--- src/rtl/alu_multicycle.sv ---
// Execute-stage ALU with valid/ready handshakes on both sides.
// Logic, arithmetic and compare ops take one cycle; shifts run one bit per cycle.
module alu_multicycle #(
    parameter int WIDTH = 32
) (
    input  logic             clk_i,
    input  logic             rst_i,
    input  logic             valid_i,
    output logic             ready_o,
    input  logic [3:0]       ALU_OP_i,
    input  logic [WIDTH-1:0] SRC_A_i,
    input  logic [WIDTH-1:0] SRC_B_i,
    output logic             valid_o,
    input  logic             ready_i,
    output logic [WIDTH-1:0] result_o,
    output logic             zero_o
);

    localparam int SHAMT_W = $clog2(WIDTH);

    localparam logic [3:0] OP_AND  = 4'b0000;
    localparam logic [3:0] OP_OR   = 4'b0001;
    localparam logic [3:0] OP_ADD  = 4'b0010;
    localparam logic [3:0] OP_EQ   = 4'b0011;
    localparam logic [3:0] OP_SLL  = 4'b0100;
    localparam logic [3:0] OP_SRL  = 4'b0101;
    localparam logic [3:0] OP_SRA  = 4'b0111;
    localparam logic [3:0] OP_XOR  = 4'b1000;
    localparam logic [3:0] OP_SUB  = 4'b1010;
    localparam logic [3:0] OP_GE   = 4'b1100;
    localparam logic [3:0] OP_GEU  = 4'b1101;
    localparam logic [3:0] OP_SLT  = 4'b1110;
    localparam logic [3:0] OP_SLTU = 4'b1111;

    typedef enum logic [1:0] {
        IDLE,
        SHIFT,
        DONE
    } state_t;

    state_t             state;
    logic [WIDTH-1:0]   shreg;
    logic [SHAMT_W-1:0] cnt;
    logic [3:0]         op_q;
    logic               sign_q;

    logic [SHAMT_W-1:0] shamt;
    logic               is_shift;
    logic [WIDTH-1:0]   alu_res;
    logic [WIDTH-1:0]   shift_next;

    assign shamt = SRC_B_i[SHAMT_W-1:0];

    always_comb begin
        is_shift = (ALU_OP_i == OP_SLL) || (ALU_OP_i == OP_SRL) || (ALU_OP_i == OP_SRA);
    end

    // Single-cycle result; shift codes yield A so shamt=0 shifts share this path.
    always_comb begin
        alu_res = '0;
        case (ALU_OP_i)
            OP_AND:  alu_res = SRC_A_i & SRC_B_i;
            OP_OR:   alu_res = SRC_A_i | SRC_B_i;
            OP_ADD:  alu_res = SRC_A_i + SRC_B_i;
            OP_SUB:  alu_res = SRC_A_i - SRC_B_i;
            OP_XOR:  alu_res = SRC_A_i ^ SRC_B_i;
            OP_EQ:   alu_res = {{(WIDTH-1){1'b0}}, SRC_A_i == SRC_B_i};
            OP_GE:   alu_res = {{(WIDTH-1){1'b0}}, $signed(SRC_A_i) >= $signed(SRC_B_i)};
            OP_GEU:  alu_res = {{(WIDTH-1){1'b0}}, SRC_A_i >= SRC_B_i};
            OP_SLT:  alu_res = {{(WIDTH-1){1'b0}}, $signed(SRC_A_i) < $signed(SRC_B_i)};
            OP_SLTU: alu_res = {{(WIDTH-1){1'b0}}, SRC_A_i < SRC_B_i};
            OP_SLL, OP_SRL, OP_SRA: alu_res = SRC_A_i;
            default: alu_res = '0;
        endcase
    end

    always_comb begin
        shift_next = {shreg[WIDTH-2:0], 1'b0};
        if (op_q == OP_SRL) begin
            shift_next = {1'b0, shreg[WIDTH-1:1]};
        end else if (op_q == OP_SRA) begin
            shift_next = {sign_q, shreg[WIDTH-1:1]};
        end
    end

    always_ff @(posedge clk_i) begin
        if (rst_i) begin
            state    <= IDLE;
            ready_o  <= 1'b1;
            valid_o  <= 1'b0;
            result_o <= '0;
            zero_o   <= 1'b1;
            shreg    <= '0;
            cnt      <= '0;
            op_q     <= '0;
            sign_q   <= 1'b0;
        end else begin
            case (state)
                IDLE: begin
                    if (valid_i && ready_o) begin
                        op_q    <= ALU_OP_i;
                        sign_q  <= SRC_A_i[WIDTH-1];
                        shreg   <= SRC_A_i;
                        cnt     <= shamt;
                        ready_o <= 1'b0;
                        if (is_shift && (shamt != '0)) begin
                            state <= SHIFT;
                        end else begin
                            result_o <= alu_res;
                            zero_o   <= (alu_res == '0);
                            valid_o  <= 1'b1;
                            state    <= DONE;
                        end
                    end
                end
                SHIFT: begin
                    shreg <= shift_next;
                    cnt   <= cnt - 1'b1;
                    if (cnt == 1) begin
                        result_o <= shift_next;
                        zero_o   <= (shift_next == '0);
                        valid_o  <= 1'b1;
                        state    <= DONE;
                    end
                end
                DONE: begin
                    if (ready_i) begin
                        valid_o <= 1'b0;
                        ready_o <= 1'b1;
                        state   <= IDLE;
                    end
                end
                default: state <= IDLE;
            endcase
        end
    end

endmodule

--- config.mk ---
export PLATFORM = sky130hd
export DESIGN_NAME = alu_multicycle
export DESIGN_NICKNAME = d
export VERILOG_FILES = /design/src/rtl/alu_multicycle.sv
export SDC_FILE = /design/constraint.sdc
export NUM_CORES = 1
export LEC_CHECK = 0
export BUFFER_PORTS_ARGS = -buffer_cell sky130_fd_sc_hd__buf_2
export CORE_MARGIN = 5
export CORE_UTILIZATION = 35
export DETAILED_ROUTE_END_ITERATION = 6
export SLEW_MARGIN = 10
export SYNTH_ARGS = -nofsm -noshare
export SYNTH_HDL_FRONTEND = slang
export SYNTH_SLANG_ARGS = --single-unit
export TNS_END_PERCENT = 50
--- constraint.sdc ---
create_clock -name clk_i -period 10.3 [get_ports clk_i]
set_input_delay 1.545 -clock clk_i [delete_from_list [all_inputs] [get_ports clk_i]]
set_output_delay 1.545 -clock clk_i [all_outputs]
set_load 0.02 [all_outputs]
After elaboration in Yosys (flattened, before gate mapping)
Index checks and enable logic that the tools add are counted.

Order comparisons: 4. Bitwise operators: 3. Multiplexer cells: 28. Reductions and logical operators: 19. Eq/ne operators: 22. $add $sub $neg: 3.

Operator list (number): 32-bit case mux with 11 select lines (1); 32-bit 2-to-1 mux (6); 32-bit case mux with 2 select lines (2); 32-bit greater-or-equal comparator (2); 32-bit logical NOT (2); 32-bit less-than comparator (2); 32-bit adder (1); 32-bit bitwise AND (1); 32-bit == test (1); 32-bit bitwise OR (1); 32-bit subtractor (1); 32-bit bitwise XOR (1); 4-bit == test, second input constant (6); 4-bit by 3-bit == test with 1-bit output, second input constant (5); 5-bit case mux with 2 select lines (1); 1-bit 2-to-1 mux (9); 4-bit by 2-bit == test with 1-bit output, second input constant (2); 2-bit 2-to-1 mux (4); 2-bit inequality test, second input constant (4); 2-bit case mux with 3 select lines (1); 3-bit AND reduction (2); 5-bit by 1-bit == test with 1-bit output, second input constant (1); 5-bit 2-to-1 mux (1); 5-bit AND reduction (1); other kinds (16) (21).

Word-level logic and storage cells: 88. Output and inout port bits: 35. Flip-flop bits (word level): 79. Bits of input ports: 72.

Depth between registers and ports, before layout
Gate-level depths: netlist (run 1).

Depth after elaboration: 7. Mapped depth: 15. Mapped depth without buffers: 15.

Worst setup path before layout (run 1)
Ideal clock, no wire load.

Kind: input port to flip-flop. Start: input port SRC_A_i[0]. End: register zero_o. Setup slack: 5.808 ns. Required time: 10.227 ns. Setup time: 0.073 ns. Path buffers: 0. Arrival time: 4.419 ns. Stages: 13. Cells stage by stage: ha_1 -> fa_1 -> a21o_1 -> a221oi_4 -> nor2_1 -> o31a_1 -> a211oi_1 -> o21a_1 -> a21oi_1 -> or4_1 -> nor4_1 -> nand4b_1 -> o211ai_2.

Cells in the longest elaborated chain, start to end: 6. Elaborated cells on any way between the ends: 15. Those cells by class: add/sub: 2; order compare: 4; eq/ne: 1; mux: 4; bitwise: 3; reduce/logical: 1.

RTL lines: start, declared (line 11) `input logic [WIDTH-1:0] SRC_A_i,`; 32-bit subtractor (tied with other cells) (line 65) `OP_SUB: alu_res = SRC_A_i - SRC_B_i;`; 32-bit case mux with 11 select lines * (line 61) `case (ALU_OP_i)`; 32-bit logical NOT * (line 110) `zero_o <= (alu_res == '0);`; 1-bit 2-to-1 mux * (line 106) `if (is_shift && (shamt != '0)) begin`; 1-bit 2-to-1 mux * (line 100) `if (valid_i && ready_o) begin`; 1-bit case mux with 2 select lines * (line 98) `case (state)`; end signal, assigned (line 110); end signal, assigned (line 121) `zero_o <= (shift_next == '0);`; end, declared (line 16) `output logic zero_o`.

Every way passes the cells marked *; elsewhere a longest branch is shown, timed or not. The select of a mux whose other input is x is not followed. A chain may end at the register's enable or synchronous reset.

Worst setup path after layout (run 1)
Start: input port ALU_OP_i[3]. End: register zero_o.

Cells in the longest elaborated chain, start to end: 7. Elaborated cells on any way between the ends: 24. Those cells by class: eq/ne: 13; mux: 4; reduce/logical: 7.

RTL lines: start, declared (line 10) `input logic [3:0] ALU_OP_i,`; 4-bit by 3-bit == test with 1-bit output (line 55, 61); 3-bit OR reduction (line 61); 32-bit case mux with 11 select lines (line 61); 32-bit logical NOT (line 110); 1-bit 2-to-1 mux (line 106); 1-bit 2-to-1 mux (line 100); 1-bit case mux with 2 select lines (line 98).

Several ways; a longest one is shown, not always the timed one. The select of a mux whose other input is x is not followed.

==> impl_results.md, run 1 <==
- Outcome: finished clean
- Gr usage total: 23.9%
- Number of remaining DRC errors: 0
- Tcrit/Tclk final: around half
- Clk sinks: 79
- Syn_nets: between 1,500 and 2,000
- VDD IR max: slightly above 0.09 mV
- Row count: 60
- Worst hold slack: between 0.4 and 0.5 ns
- Yosys warns: 0
- CP startpoint kind: input pin
- Pin count of the biggest net entering global routing: approximately 80
- Iter 0 DRT Violations: 1,101
- Pleak: approximately 4.4 nW
- Synth Register Bits: between 70 and 80
- Max Buffers Root-to-Sink: 2
- WL final: 38.3 mm
- Clk root buf: clkbuf_16
- MaxCap Viol Count: 0
- Initial antenna violation count: 0
- RSZ-0062 raised after global routing: false
- Hold Violations, Final: 0
- DP HPWL: a little under 30 mm
- # Post-CTS Setup Buffers: 0
- CTS tree: done
- Via density: slightly above 6
- Power Density: between 100 and 150 nW/µm²
- Final Max Tran Viols: 0
- Routed wire per std cell: 21.9 µm
- CP Data Required Time: 10.57 ns
- # port buffers: roughly 110
- Worst slew pin tran: around 1.0 ns
- I/O pins: 107
- Die height: 175 µm
- Asr flop ratio synth: 0%
- Slew HR: a little under a third
- Mapped Cells: ~1,400
- Syn_area_per_cell: 7.01 µm²
- Final worst slack: 5.12 ns
- Ant. Diodes: 0
- Clock Skew: about 0.0077 ns
- Initial Utilization: about 35%
- Final #Nets: 1,571
- Hold_buf cts: 0
- CP max FO: 30
- Initial DRT Pass Iterations: 5
- HP Class: register to register
- CP Capture Type: register
- Setup-failing EPs final: 0
- Die Wd: ~180 µm
- Clk_lat worst skew: 0.34 ns
- Clk slew on worst S/H paths: approximately 0.06 ns
- Area Overhead vs Synth: 10.8%
- Sequential fraction of the synthesis area: between 10% and 20%
- Die area: roughly 31,000 µm²
- Crit Path Class: input pin to register
- Post-CTS sizing: 0
- Vias: between 10,000 and 15,000
- FMAX: about 190 MHz
- Final setup TNS: 0 ns
- First-pass GRT wire length: between 50 and 60 mm
- Core Region: between 20,000 and 30,000 µm²
- Final min period: between 5 and 6 ns
- # H-tree levels: 3
- GPL Wtd Cong: between 0.9 and 1
- Antenna Nets Post-Route: 0
- Vias in the first global route: about 10,000
- Synth cell types: 94
- Post-Syn Area: ~9500 µm²
- GRT overflow: 0
- Ratio of cells with drive above 1 in the final layout: between 10% and 20%
- CP arrival: around 5.5 ns
- Num CTS Buffers: 9
- Pre-CTS setup slack: 4.91 ns
- Most common flop cell mapped by yosys: dfxtp_1
- Post-synth EDFFs: 0
[metrics by stage]
step | cell area, µm² | utilization, % | power, mW | std cells
4_1_cts | 10600 | 39.3 | 1.22 | 1744
3_5_place_dp | 10200 | 38.1 | 0.872 | 1728
5_1_grt | 10600 | 39.3 | 1.28 | 1744
2_1_floorplan | 9540 | - | 0.708 | 1361
3_3_place_gp | 10200 | 38.1 | 0.868 | 1728
6_report | 10600 | 39.3 | 1.22 | 1744
[worst max-delay path: stages]
cell and delay, ns:
buf_2 0.50, or4b_1 0.84, buf_4 0.36, o32ai_1 0.14
a21oi_1 0.21, and3_1 0.20, a21bo_2 0.22, a211oi_1 0.37
and3_1 0.23, nand4_1 0.18, nor4_1 0.33, nand4b_1 0.15
o211ai_2 0.14
[where the power goes]
group	total, mW	internal, mW	switching, mW
combinational	0.521	0.176	0.345
sequential	0.354	0.333	0.0210
clock	0.345	0.220	0.125
[per-layer routing]
| metal | vias up | GRT usage (%) | routed length [µm] |
|---|---|---|---|
| met3 | 103 | 2.75 | 2870 |
| met1 | 5071 | 31.9 | 16100 |
| li1 | 5059 | - | - |
| met4 | 0 | 11.4 | 2130 |
| met2 | 524 | 38.5 | 17200 |
| met5 | - | 0 | 0 |
[kinds of logic after synthesis]
group	share of synthesized area, %
fa+ha+maj	13.4
xor+xnor	1.01
compound gates	34.6
buf+inv	8.16
simple gates	24.0
flops	16.6
mux	2.22
[cell usage after synthesis, types with 22 or more instances]
master | instances | area [µm²]
a211oi_1 | 28 | 210
a21oi_1 | 132 | 661
a221oi_1 | 24 | 210
a22oi_1 | 22 | 165
clkbuf_1 | 69 | 259
dfxtp_1 | 79 | 1580
ha_1 | 99 | 1240
inv_1 | 96 | 360
nand2_1 | 171 | 642
nand3_1 | 29 | 145
nor2_1 | 138 | 518
nor4_1 | 24 | 150
o21ai_0 | 63 | 315
o31ai_1 | 23 | 173
[cell type report]
| type | count | area, µm² |
|---|---|---|
| inverter | 97 | 364 |
| timing repair buffer | 123 | 658 |
| clock buffer | 14 | 294 |
| clock inverter | 2 | 35.0 |
| fill | 2902 | 16300 |
| multi-input combinational | 1088 | 7200 |
| sequential | 79 | 1580 |
| tap | 341 | 427 |
[sequential cells by signal (all words and copies together), names as in the netlist]
name and flops:
op_q 4, state 2, cnt 5, ready_o 1, sign_q 1, result_o 32
valid_o 1, shreg 32, zero_o 1
[layout by cell type, fill, tap and decap left out, drive strengths merged, types with 14 or more instances in the layout]
master | synthesis | layout
a22oi | 22 | 22
nor4 | 25 | 25
dfxtp | 79 | 79
clkbuf | 69 | 14
nand2b | 17 | 17
nand3 | 29 | 29
inv | 97 | 97
mux2i | 20 | 20
a211oi | 30 | 30
o211ai | 20 | 20
ha | 99 | 99
nand2 | 171 | 171
nor2 | 140 | 140
nor3 | 18 | 18
buf | 28 | 123
o21ai | 67 | 67
a31oi | 15 | 15
o31ai | 24 | 24
a21oi | 135 | 135
o221ai | 18 | 18
a221oi | 26 | 26
[worst paths after layout]
| kind | slack [ns] | endpoint | start | cells past startpoint |
|---|---|---|---|---|
| max | 5.12 | zero_o | ALU_OP_i[3] | 13 |
| min | 0.45 | result_o[20] | result_o[20] | 2 |
| max reg2reg | 7.30 | zero_o | state[1] | 12 |
| min reg2reg | 0.45 | result_o[20] | result_o[20] | 2 |
Power figures use the tool's default switching activity.
==> run 2: changes to the inputs <==
==> constraint.sdc (replaced) <==
create_clock -name clk_i -period 4.45 [get_ports clk_i]
set_input_delay 0.6675 -clock clk_i [delete_from_list [all_inputs] [get_ports clk_i]]
set_output_delay 0.6675 -clock clk_i [all_outputs]
set_load 0.02 [all_outputs]
==> run 2 against run 1 <==
Compared with the run above:
- via count is 1.8% higher
- wire length is 4.6% higher
- global-route usage is 1.3 points higher
==> impl_results.md, run 2 (synthesis gave the netlist of run 1 again) <==
- MaxCap Viol Count: 0
- Commonest non-fill, non-tap cell in the layout: nand2_1
- Most frequent cells in the layout: 171 x nand2_1, 134 x nor2_1, 132 x a21oi_1
- GPL Wtd Cong: slightly below 1
- CTS tree: done
- Antenna Nets Post-Route: 0
- Final min period: ~4 ns
- HP Class: register to register
- Largest regs: result_o (32), shreg (32), cnt (5)
- Iter 0 DRT Violations: around 1,100
- Clk_lat worst skew: around 0.34 ns
- Pin count of the biggest net entering global routing: 48
- Gr usage total: 25.2%
- Final setup TNS: 0 ns
- Worst slew pin tran: 1.16 ns
- Register share of total power: around 28%
- Clk slew on worst S/H paths: approximately 0.07 ns
- Seq. cell area: approximately 1600 µm²
- Num CTS Buffers: 9
- RSZ-0062 raised after global routing: false
- Fillers: between 2,000 and 3,000
- Dpl cell area: 10,700 µm²
- Final #Nets: roughly 1,600
- Tcrit/Tclk final: 90.8%
- Area Overhead vs Synth: 15.3%
- Die height: approximately 180 µm
- First-pass GRT wire length: 61.6 mm
- Slew HR: approximately 22%
- Design Area, Final: between 10,000 and 15,000 µm²
- Multi-input gate area: around 7000 µm²
- Switch Pwr: around 1.2 mW
- # H-tree levels: 3
- Core Region: 26,900 µm²
- Power Density: approximately 270 nW/µm²
- Row count: 60
- WL final: 40.1 mm
- CP Capture Type: register
- GRT overflow: 0
- Combinational fraction of design power: a little over two fifths
- # Post-CTS Setup Buffers: 0
- Die Wd: ~180 µm
- Clk sinks: between 70 and 80
- Initial Utilization: between 30% and 40%
- Routed wire per std cell: roughly 22 µm
- Via density: 6.08
- Ant. Diodes: 0
- Vias: roughly 11,000
- Hold_buf cts: 0
- Number of remaining DRC errors: 0
- Max Buffers Root-to-Sink: 2
- Vias in the first global route: just over 10,000
- Hold Violations, Final: 0
- Final Max Tran Viols: 0
- Initial antenna violation count: 0
- Worst hold slack: around 0.45 ns
- Crit Path Class: input pin to register
- VDD IR max: 0.161 mV
- I/O pins: 107
- CP startpoint kind: input pin
- Pre-CTS setup slack: between 0.1 and 0.15 ns
- CP max FO: 6
- Ratio of cells with drive above 1 in the final layout: between 15 and 20%
- Setup-failing EPs final: 0
- Int Pwr: between 1.5 and 2 mW
- CP Data Required Time: about 4.7 ns
- FMAX: 248 MHz
- Pleak: roughly 4.7 nW
- Switching share of power: between 40 and 50%
- Layout Utilization: roughly two fifths
- Clk root buf: clkbuf_16
- Post-CTS sizing: 0
- Final worst slack: 0.411 ns
- Die area: 30,600 µm²
- Initial DRT Pass Iterations: 5
- # port buffers: approximately 110
- Outcome: finished clean
- DP HPWL: 31.8 mm
- Clock Skew: around 0.0085 ns
- CP arrival: about 4.3 ns
- Clock share of power: 28.2%
-- run 2: cell types whose count changed in the layout (fill, tap and decap cells not counted) --
cell	change
inv_6	+2
inv_8	+1
bufinv_16	+1
clkbuf_8	-5
buf_4	+57
clkinv_2	-1
clkinvlp_4	+2
-- run 2: power by group through the flow --
stage | logic (mW) | clock network, mW | registers, mW
after floorplan | 0.783 | 0 | 0.856
after global placement | 1.25 | 0 | 0.833
after detailed placement | 1.25 | 0 | 0.834
after CTS | 1.25 | 0.835 | 0.819
after global routing | 1.38 | 0.866 | 0.828
final | 1.28 | 0.825 | 0.821
-- run 2: metrics by stage --
step	std cells	power [mW]
2_1_floorplan	1361	1.64
5_1_grt	1801	3.08
3_3_place_gp	1785	2.08
3_5_place_dp	1785	2.08
6_report	1801	2.92
4_1_cts	1801	2.91
-- run 2: area by class of cell --
class                   count  area share (%)
clock inverters             7           0.945
clock buffers               9            2.05
multi-input cells        1088            65.5
well taps                 341            3.88
inverters                  97            3.31
flip-flops and latches     79            14.4
repair buffers            180            9.88
-- run 2: per-layer routing --
layer	vias to the layer above	GRT usage (%)	share of wire, %
met5	-	0	0
met4	0	9.33	4.3
met3	92	3.46	6.3
met2	479	40.8	45
met1	5189	34.1	44
li1	5187	-	-
-- run 2: final timing paths --
kind	startpoint	end	slack [ns]	depth (start not counted)
setup / recovery	SRC_A_i[0]	zero_o	0.41	14
setup reg to reg	op_q[0]	zero_o	1.21	8
hold / removal	result_o[2]	result_o[2]	0.45	2
hold reg to reg	result_o[2]	result_o[2]	0.45	2
-- run 2: critical path: stages --
cell	delay, ns
buf_2	0.13
ha_1	0.24
fa_1	0.43
a21o_1	0.23
a221oi_4	0.41
nor2_1	0.15
o31a_1	0.35
a211oi_1	0.26
o21a_1	0.16
a21oi_1	0.06
or4_1	0.55
nor4_1	0.36
nand4b_1	0.16
o211ai_2	0.14
